`src/rtl/sdram_rd_arbiter_if.sv`:
```
// Requester and SDRAM-side read signals of the read arbiter.
// Latency: none, this is a plain signal bundle.
// Backpressure: requests are held high until acknowledged; SDRAM side is strobe-based.
interface sdram_rd_arbiter_if;
  logic        p0_req;
  logic [24:0] p0_addr;
  logic        p0_ack;
  logic [15:0] p0_data;
  logic        p1_req;
  logic [24:0] p1_addr;
  logic        p1_ack;
  logic [15:0] p1_data;
  logic [24:0] sdram_addr;
  logic        sdram_rd;
  logic [15:0] sdram_data;
  logic        sdram_rdy;

  // Arbiter view: accepts requests, drives the acks and the SDRAM read strobe.
  modport master (
    input  p0_req, p0_addr, p1_req, p1_addr, sdram_data, sdram_rdy,
    output p0_ack, p0_data, p1_ack, p1_data, sdram_addr, sdram_rd
  );

  // Environment view: the requesters plus the SDRAM controller.
  modport slave (
    output p0_req, p0_addr, p1_req, p1_addr, sdram_data, sdram_rdy,
    input  p0_ack, p0_data, p1_ack, p1_data, sdram_addr, sdram_rd
  );
endinterface

```
`src/rtl/sdram_rd_arbiter.sv`:
```
// Two-port SDRAM read arbiter with starvation guard for port 1 and a WAIT timeout.
// Latency: req in cycle N, sdram_rdy in N+3 gives ack in N+4; one IDLE cycle between transactions.
// Backpressure: requests stay pending while busy or while hold is high; nothing is dropped.
module sdram_rd_arbiter #(
  parameter int STARVE_MAX = 4,
  parameter int TIMEOUT    = 64
) (
  input  logic                 clk_sys,
  input  logic                 reset,
  input  logic [24:0]          base_addr,
  input  logic                 hold,
  output logic                 busy,
  output logic                 tmo,
  sdram_rd_arbiter_if.master   bus
);

  localparam int CW = (TIMEOUT > 1) ? $clog2(TIMEOUT) : 1;
  localparam int SW = (STARVE_MAX > 0) ? $clog2(STARVE_MAX + 1) : 1;
  localparam logic [CW-1:0] WAIT_LAST = CW'(TIMEOUT - 1);
  localparam logic [SW-1:0] STARVE_TOP = SW'(STARVE_MAX);

  typedef enum logic [1:0] {IDLE, ISSUE, WAIT, DONE} state_t;

  state_t        state, state_nxt;
  logic          gnt, gnt_nxt;          // granted port: 0 or 1
  logic          pick_p1;
  logic [CW-1:0] wcnt, wcnt_nxt;
  logic [SW-1:0] starve, starve_nxt;
  logic [24:0]   addr_r, addr_nxt;
  logic          rd_r, rd_nxt;
  logic          ack0_r, ack0_nxt, ack1_r, ack1_nxt;
  logic [15:0]   d0_r, d0_nxt, d1_r, d1_nxt;
  logic          busy_r, busy_nxt, tmo_r, tmo_nxt;

  assign bus.sdram_addr = addr_r;
  assign bus.sdram_rd   = rd_r;
  assign bus.p0_ack     = ack0_r;
  assign bus.p1_ack     = ack1_r;
  assign bus.p0_data    = d0_r;
  assign bus.p1_data    = d1_r;
  assign busy           = busy_r;
  assign tmo            = tmo_r;

  // Next-state and next-output computation; every output is registered below.
  always_comb begin
    state_nxt  = state;
    gnt_nxt    = gnt;
    wcnt_nxt   = wcnt;
    starve_nxt = starve;
    addr_nxt   = addr_r;
    rd_nxt     = 1'b0;
    ack0_nxt   = 1'b0;
    ack1_nxt   = 1'b0;
    d0_nxt     = d0_r;
    d1_nxt     = d1_r;
    tmo_nxt    = 1'b0;
    pick_p1    = 1'b0;
    case (state)
      IDLE: begin
        if (!bus.p1_req) starve_nxt = '0;
        if (!hold && (bus.p0_req || bus.p1_req)) begin
          // Port 0 wins ties until port 1 has been passed over STARVE_MAX times.
          pick_p1   = bus.p1_req && (!bus.p0_req || starve == STARVE_TOP);
          gnt_nxt   = pick_p1;
          addr_nxt  = base_addr + (pick_p1 ? bus.p1_addr : bus.p0_addr);
          rd_nxt    = 1'b1;
          state_nxt = ISSUE;
          if (pick_p1)
            starve_nxt = '0;
          else if (bus.p1_req && starve != STARVE_TOP)
            starve_nxt = starve + 1'b1;
        end
      end
      ISSUE: begin
        wcnt_nxt  = '0;
        state_nxt = WAIT;
      end
      WAIT: begin
        if (bus.sdram_rdy) begin
          if (gnt) d1_nxt = bus.sdram_data;
          else     d0_nxt = bus.sdram_data;
          ack0_nxt  = !gnt;
          ack1_nxt  = gnt;
          state_nxt = DONE;
        end else if (wcnt == WAIT_LAST) begin
          // Forced completion: the requester still gets an ack, with zero data.
          if (gnt) d1_nxt = 16'h0000;
          else     d0_nxt = 16'h0000;
          ack0_nxt  = !gnt;
          ack1_nxt  = gnt;
          tmo_nxt   = 1'b1;
          state_nxt = DONE;
        end else begin
          wcnt_nxt = wcnt + 1'b1;
        end
      end
      DONE: state_nxt = IDLE;
      default: state_nxt = IDLE;
    endcase
    busy_nxt = (state_nxt != IDLE);
  end

  // State and output registers with synchronous reset.
  always_ff @(posedge clk_sys) begin
    if (reset) begin
      state  <= IDLE;
      gnt    <= 1'b0;
      wcnt   <= '0;
      starve <= '0;
      addr_r <= '0;
      rd_r   <= 1'b0;
      ack0_r <= 1'b0;
      ack1_r <= 1'b0;
      d0_r   <= '0;
      d1_r   <= '0;
      busy_r <= 1'b0;
      tmo_r  <= 1'b0;
    end else begin
      state  <= state_nxt;
      gnt    <= gnt_nxt;
      wcnt   <= wcnt_nxt;
      starve <= starve_nxt;
      addr_r <= addr_nxt;
      rd_r   <= rd_nxt;
      ack0_r <= ack0_nxt;
      ack1_r <= ack1_nxt;
      d0_r   <= d0_nxt;
      d1_r   <= d1_nxt;
      busy_r <= busy_nxt;
      tmo_r  <= tmo_nxt;
    end
  end

endmodule

```
`src/flat_wrapper.sv`:
```
// flat-port wrapper written by rule: the top's interface ports become plain ports
module sdram_rd_arbiter_flat 
#(
  parameter int STARVE_MAX = 4,
  parameter int TIMEOUT    = 64
)
  (clk_sys, reset, base_addr, hold, busy, tmo, bus_p0_req, bus_p0_addr, bus_p1_req, bus_p1_addr, bus_sdram_data, bus_sdram_rdy, bus_p0_ack, bus_p0_data, bus_p1_ack, bus_p1_data, bus_sdram_addr, bus_sdram_rd);
  sdram_rd_arbiter_if bus_i ();
  input  logic clk_sys;
  input  logic reset;
  input  logic [24:0] base_addr;
  input  logic hold;
  output logic busy;
  output logic tmo;
  input wire logic [$bits(bus_i.p0_req)-1:0] bus_p0_req;
  input wire logic [$bits(bus_i.p0_addr)-1:0] bus_p0_addr;
  input wire logic [$bits(bus_i.p1_req)-1:0] bus_p1_req;
  input wire logic [$bits(bus_i.p1_addr)-1:0] bus_p1_addr;
  input wire logic [$bits(bus_i.sdram_data)-1:0] bus_sdram_data;
  input wire logic [$bits(bus_i.sdram_rdy)-1:0] bus_sdram_rdy;
  output wire logic [$bits(bus_i.p0_ack)-1:0] bus_p0_ack;
  output wire logic [$bits(bus_i.p0_data)-1:0] bus_p0_data;
  output wire logic [$bits(bus_i.p1_ack)-1:0] bus_p1_ack;
  output wire logic [$bits(bus_i.p1_data)-1:0] bus_p1_data;
  output wire logic [$bits(bus_i.sdram_addr)-1:0] bus_sdram_addr;
  output wire logic [$bits(bus_i.sdram_rd)-1:0] bus_sdram_rd;
  assign bus_i.p0_req = bus_p0_req;
  assign bus_i.p0_addr = bus_p0_addr;
  assign bus_i.p1_req = bus_p1_req;
  assign bus_i.p1_addr = bus_p1_addr;
  assign bus_i.sdram_data = bus_sdram_data;
  assign bus_i.sdram_rdy = bus_sdram_rdy;
  assign bus_p0_ack = bus_i.p0_ack;
  assign bus_p0_data = bus_i.p0_data;
  assign bus_p1_ack = bus_i.p1_ack;
  assign bus_p1_data = bus_i.p1_data;
  assign bus_sdram_addr = bus_i.sdram_addr;
  assign bus_sdram_rd = bus_i.sdram_rd;
  sdram_rd_arbiter #(.STARVE_MAX(STARVE_MAX), .TIMEOUT(TIMEOUT)) u_core (.clk_sys(clk_sys), .reset(reset), .base_addr(base_addr), .hold(hold), .busy(busy), .tmo(tmo), .bus(bus_i));
endmodule
```
`config.mk`:
```
export PLATFORM = sky130hd
export DESIGN_NAME = sdram_rd_arbiter_flat
export DESIGN_NICKNAME = d
export VERILOG_FILES = /design/src/rtl/sdram_rd_arbiter_if.sv /design/src/rtl/sdram_rd_arbiter.sv /design/src/flat_wrapper.sv
export SDC_FILE = /design/constraint.sdc
export NUM_CORES = 1
export LEC_CHECK = 0
export ABC_AREA = 1
export CAP_MARGIN = 15
export CORE_MARGIN = 2
export CORE_UTILIZATION = 42
export DETAILED_ROUTE_END_ITERATION = 10
export PLACE_DENSITY = 0.69
export SYNTH_ARGS = -nofsm -noshare
export SYNTH_HDL_FRONTEND = slang
export SYNTH_SLANG_ARGS = --single-unit
```
`constraint.sdc`:
```
create_clock -name clk_sys -period 4.3 [get_ports clk_sys]
set_clock_uncertainty 0.15 [all_clocks]
set_input_delay 0.645 -clock clk_sys [delete_from_list [all_inputs] [get_ports clk_sys]]
set_output_delay 0.645 -clock clk_sys [all_outputs]
set_load 0.1 [all_outputs]
```
==> flow_metrics.tcl <==
set metrics [dict create \
    grt_setup_unrepaired "false" \
    synthesis.area_um2 5110 \
    clock_latency_ns 0.33 \
    worst_ep_required_time_ns 4.38 \
    ys_async_sr_fraction 0 \
    status "finished, final reports clean" \
    finalHoldViolCount 0 \
    slowest_stage "clkdlybuf4s50_1" \
    viasPerCell 4.78 \
    cts_tree "yes" \
    finalCritPeriodShare 0.752 \
    cts_buffer_depth 2 \
    critPathBufInv 5 \
    wire_per_inst_um 12.6 \
    place_inst 1102 \
    wl_met1_mm 6.86 \
    ys_ff_latch 74 \
    cp-end-kind "register" \
    grt_max_degree 40 \
    grt_pass1_wl_mm 23.0 \
    top_layer "met4" \
    pre_cts_slack_ns 0.733 \
    pin_count 159 \
    utilization 0.593 \
    critical_path.max_fanout 27 \
    min_path_type "register to register" \
    routed-via-count 5345 \
    final_antenna_net_count 0 \
    synthFlopType "dfxtp_1" \
    cp_cell_sequence "clkdlybuf4s50_1 > nand2_1 > nand2_1 > buf_4 > nand2_1 > nand2_1 > ha_1 > inv_1 > fa_1 > inv_1 > nand2_1 > nand2_1 > nand2_1 > nor2_2 > nand2_1 > nand4_1 > nand3_1 > nand2_1 > inv_1" \
    synth_edf_count 0 \
    num-fill-cells 1223 \
    maxCapViolCount 0 \
    seq_area_frac_synth 0.290 \
    p_leak_uw 0.00353 \
    setup_tns_ns 0 \
    io_buffer_count 158 \
    start_util 0.427 \
    worst_slack_ns 1.07 \
    critPathKind "primary input to register" \
    p_per_area_nw_per_um2 369 \
    drive_gt1_frac 0.0587 \
    clkTransAtPathRegs_ns 0.06 \
    area_delta_synth_final_pct 38.8 \
    yosys_warnings 0 \
    overflow 0 \
    min_from "u_core.bus.sdram_addr[2]$_SDFFE_PP0P_" \
    netlist_instances 813 \
    crit_family "simple AND/OR/NAND/NOR gates" \
    hold_buffers 0 \
    gp_congestion 0.890 \
    synth.avg_cell_area_um2 6.29 \
    wl_met2_mm 6.43 \
    crit_start "bus_p0_req" \
    wirelength_mm 14.1 \
    first_global_vias 4860 \
    hpwlAfterDp_mm 11.1 \
    drc 0 \
    drtPass1Iterations 5 \
    rows 40 \
    final_cells 1118 \
    yosysUniqueCellTypes 42 \
    cts_root_buffer "clkbuf_16" \
    peakVddDrop_mv 0.279 \
    startpoint_type "primary input" \
    cts_resized 0 \
    finalSetupViolations 0 \
    syn-num-nets 943 \
    htree_levels 3 \
    maxSlewViolCount 0 \
    max_freq_mhz 309 \
    nNetsFinal 1096 \
    r2r-start "u_core.starve[0]$_SDFFE_PP0N_" \
    grt_antenna_before_repair 0 \
    period_needed_ns 3.23 \
    cpPeakStageDelay_ns 0.48 \
    die_w_um 114 \
    numCtsBuffers 9 \
    grt_usage 0.219 \
    core-area_um2 12000 \
    worst_ep_arrival_time_ns 3.31 \
    worst_slew_pin_slew_ns 1.02 \
    cts.sinks 74 \
    chipHeight_um 114 \
    relSlewSlack 0.316 \
    postCtsSetupBuffers 0 \
    critPathMostFrequentCell "nand2_1" \
    route.met3.wl_um 618 \
    drtIter0Drc 277 \
    die_area_um2 13100 \
    num_antenna_cells 0 \
]
==> flip-flops by register name, summed over array words and instances, names as in the netlist <==
register and cells:
u_core.gnt 1, u_core.busy 1, u_core.tmo 1, u_core.bus.sdram_addr 25, u_core.bus.p1_data 16, u_core.wcnt 6
u_core.starve 3, u_core.bus.sdram_rd 1, u_core.bus.p0_data 16, u_core.state 2, u_core.bus.p0_ack 1, u_core.bus.p1_ack 1
==> Yosys cell counts (all sizes together), types with 3 or more instances <==
master,count,share of area
o21ai,50,0.051
nor2,55,0.046
nand3,46,0.055
o21bai,6,0.0088
inv,140,0.10
o21a,16,0.023
clkbuf,7,0.0051
a21oi,54,0.058
buf,15,0.020
nor3,3,0.0029
nand2,286,0.21
xor2,7,0.012
dfxtp,74,0.29
nand4,7,0.0086
ha,32,0.078
==> layout by cell type (no fill, tap or decap), drive strengths merged, types with 2 or more instances in the layout <==
cell type      count
xor2               7
nand4              7
nor2              55
o21ai             50
clkbuf            11
ha                32
o21bai             6
a211oi             2
buf                6
nor3               3
inv              140
nand2            286
or2                2
clkinv             4
a21o               2
clkdlybuf4s50    158
nand3             46
o21a              16
nand3b             2
a21oi             54
dfxtp             74
==> cell type report <==
type | count | area, µm² | area share
inverter | 141 | 534 | 0.0753
timing repair buffer | 164 | 1630 | 0.229
tap | 147 | 184 | 0.0259
multi-input combinational | 576 | 2970 | 0.418
clock buffer | 11 | 253 | 0.0356
sequential | 74 | 1480 | 0.209
clock inverter | 5 | 52.6 | 0.00740
==> metal layers <==
metal / vias to the layer above / global-route usage
met2: 121 / 0.362
met1: 2363 / 0.292
met4: 0 / 0.0423
met3: 13 / 0.0540
li1: 2848 / -
met5: - / 0
==> through the flow <==
stage               total power [µW]  hold slack, ns  instance area, µm²
global placement                1880           0.303                6790
global route                    2770           0.336                7100
floorplan                       1570           0.306                5110
detailed placement              1880           0.309                6790
CTS                             2640           0.317                7100
finish                          2620           0.317                7100
==> logic make-up (layout without fill, tap and decap cells) <==
family,after synthesis,in the layout,synth area share
adder cells (fa/ha/maj),33,33,0.0822
XOR/XNOR,8,8,0.0137
AO/OA/AOI/OAI,132,132,0.151
flip-flops,74,74,0.290
buffers and inverters,163,321,0.130
AND/OR/NAND/NOR,403,403,0.334
==> final timing paths <==
| path | to | slack [ns] | cells past startpoint |
|---|---|---|---|
| hold / removal | u_core.bus.sdram_addr[2]$_SDFFE_PP0P_ | 0.32 | 2 |
| setup / recovery | u_core.bus.sdram_addr[20]$_SDFFE_PP0P_ | 1.07 | 19 |
| hold reg to reg | u_core.bus.sdram_addr[2]$_SDFFE_PP0P_ | 0.32 | 2 |
| setup reg to reg | u_core.bus.sdram_addr[20]$_SDFFE_PP0P_ | 1.17 | 21 |
==> worst min-delay path, delay by kind of cell, from the launching register on <==
family | cells | cell delay, ns
AOI/OAI and AO/OA | 1 | 0.05
DFF | 1 | 0.31
and+or+nand+nor | 1 | 0.06
==> power breakdown <==
group	leakage (µW)	internal, µW	switching (µW)
registers	0.000603	745	35.1
logic	0.00278	336	750
clock network	0.000151	477	279
Power figures use the tool's default switching activity.
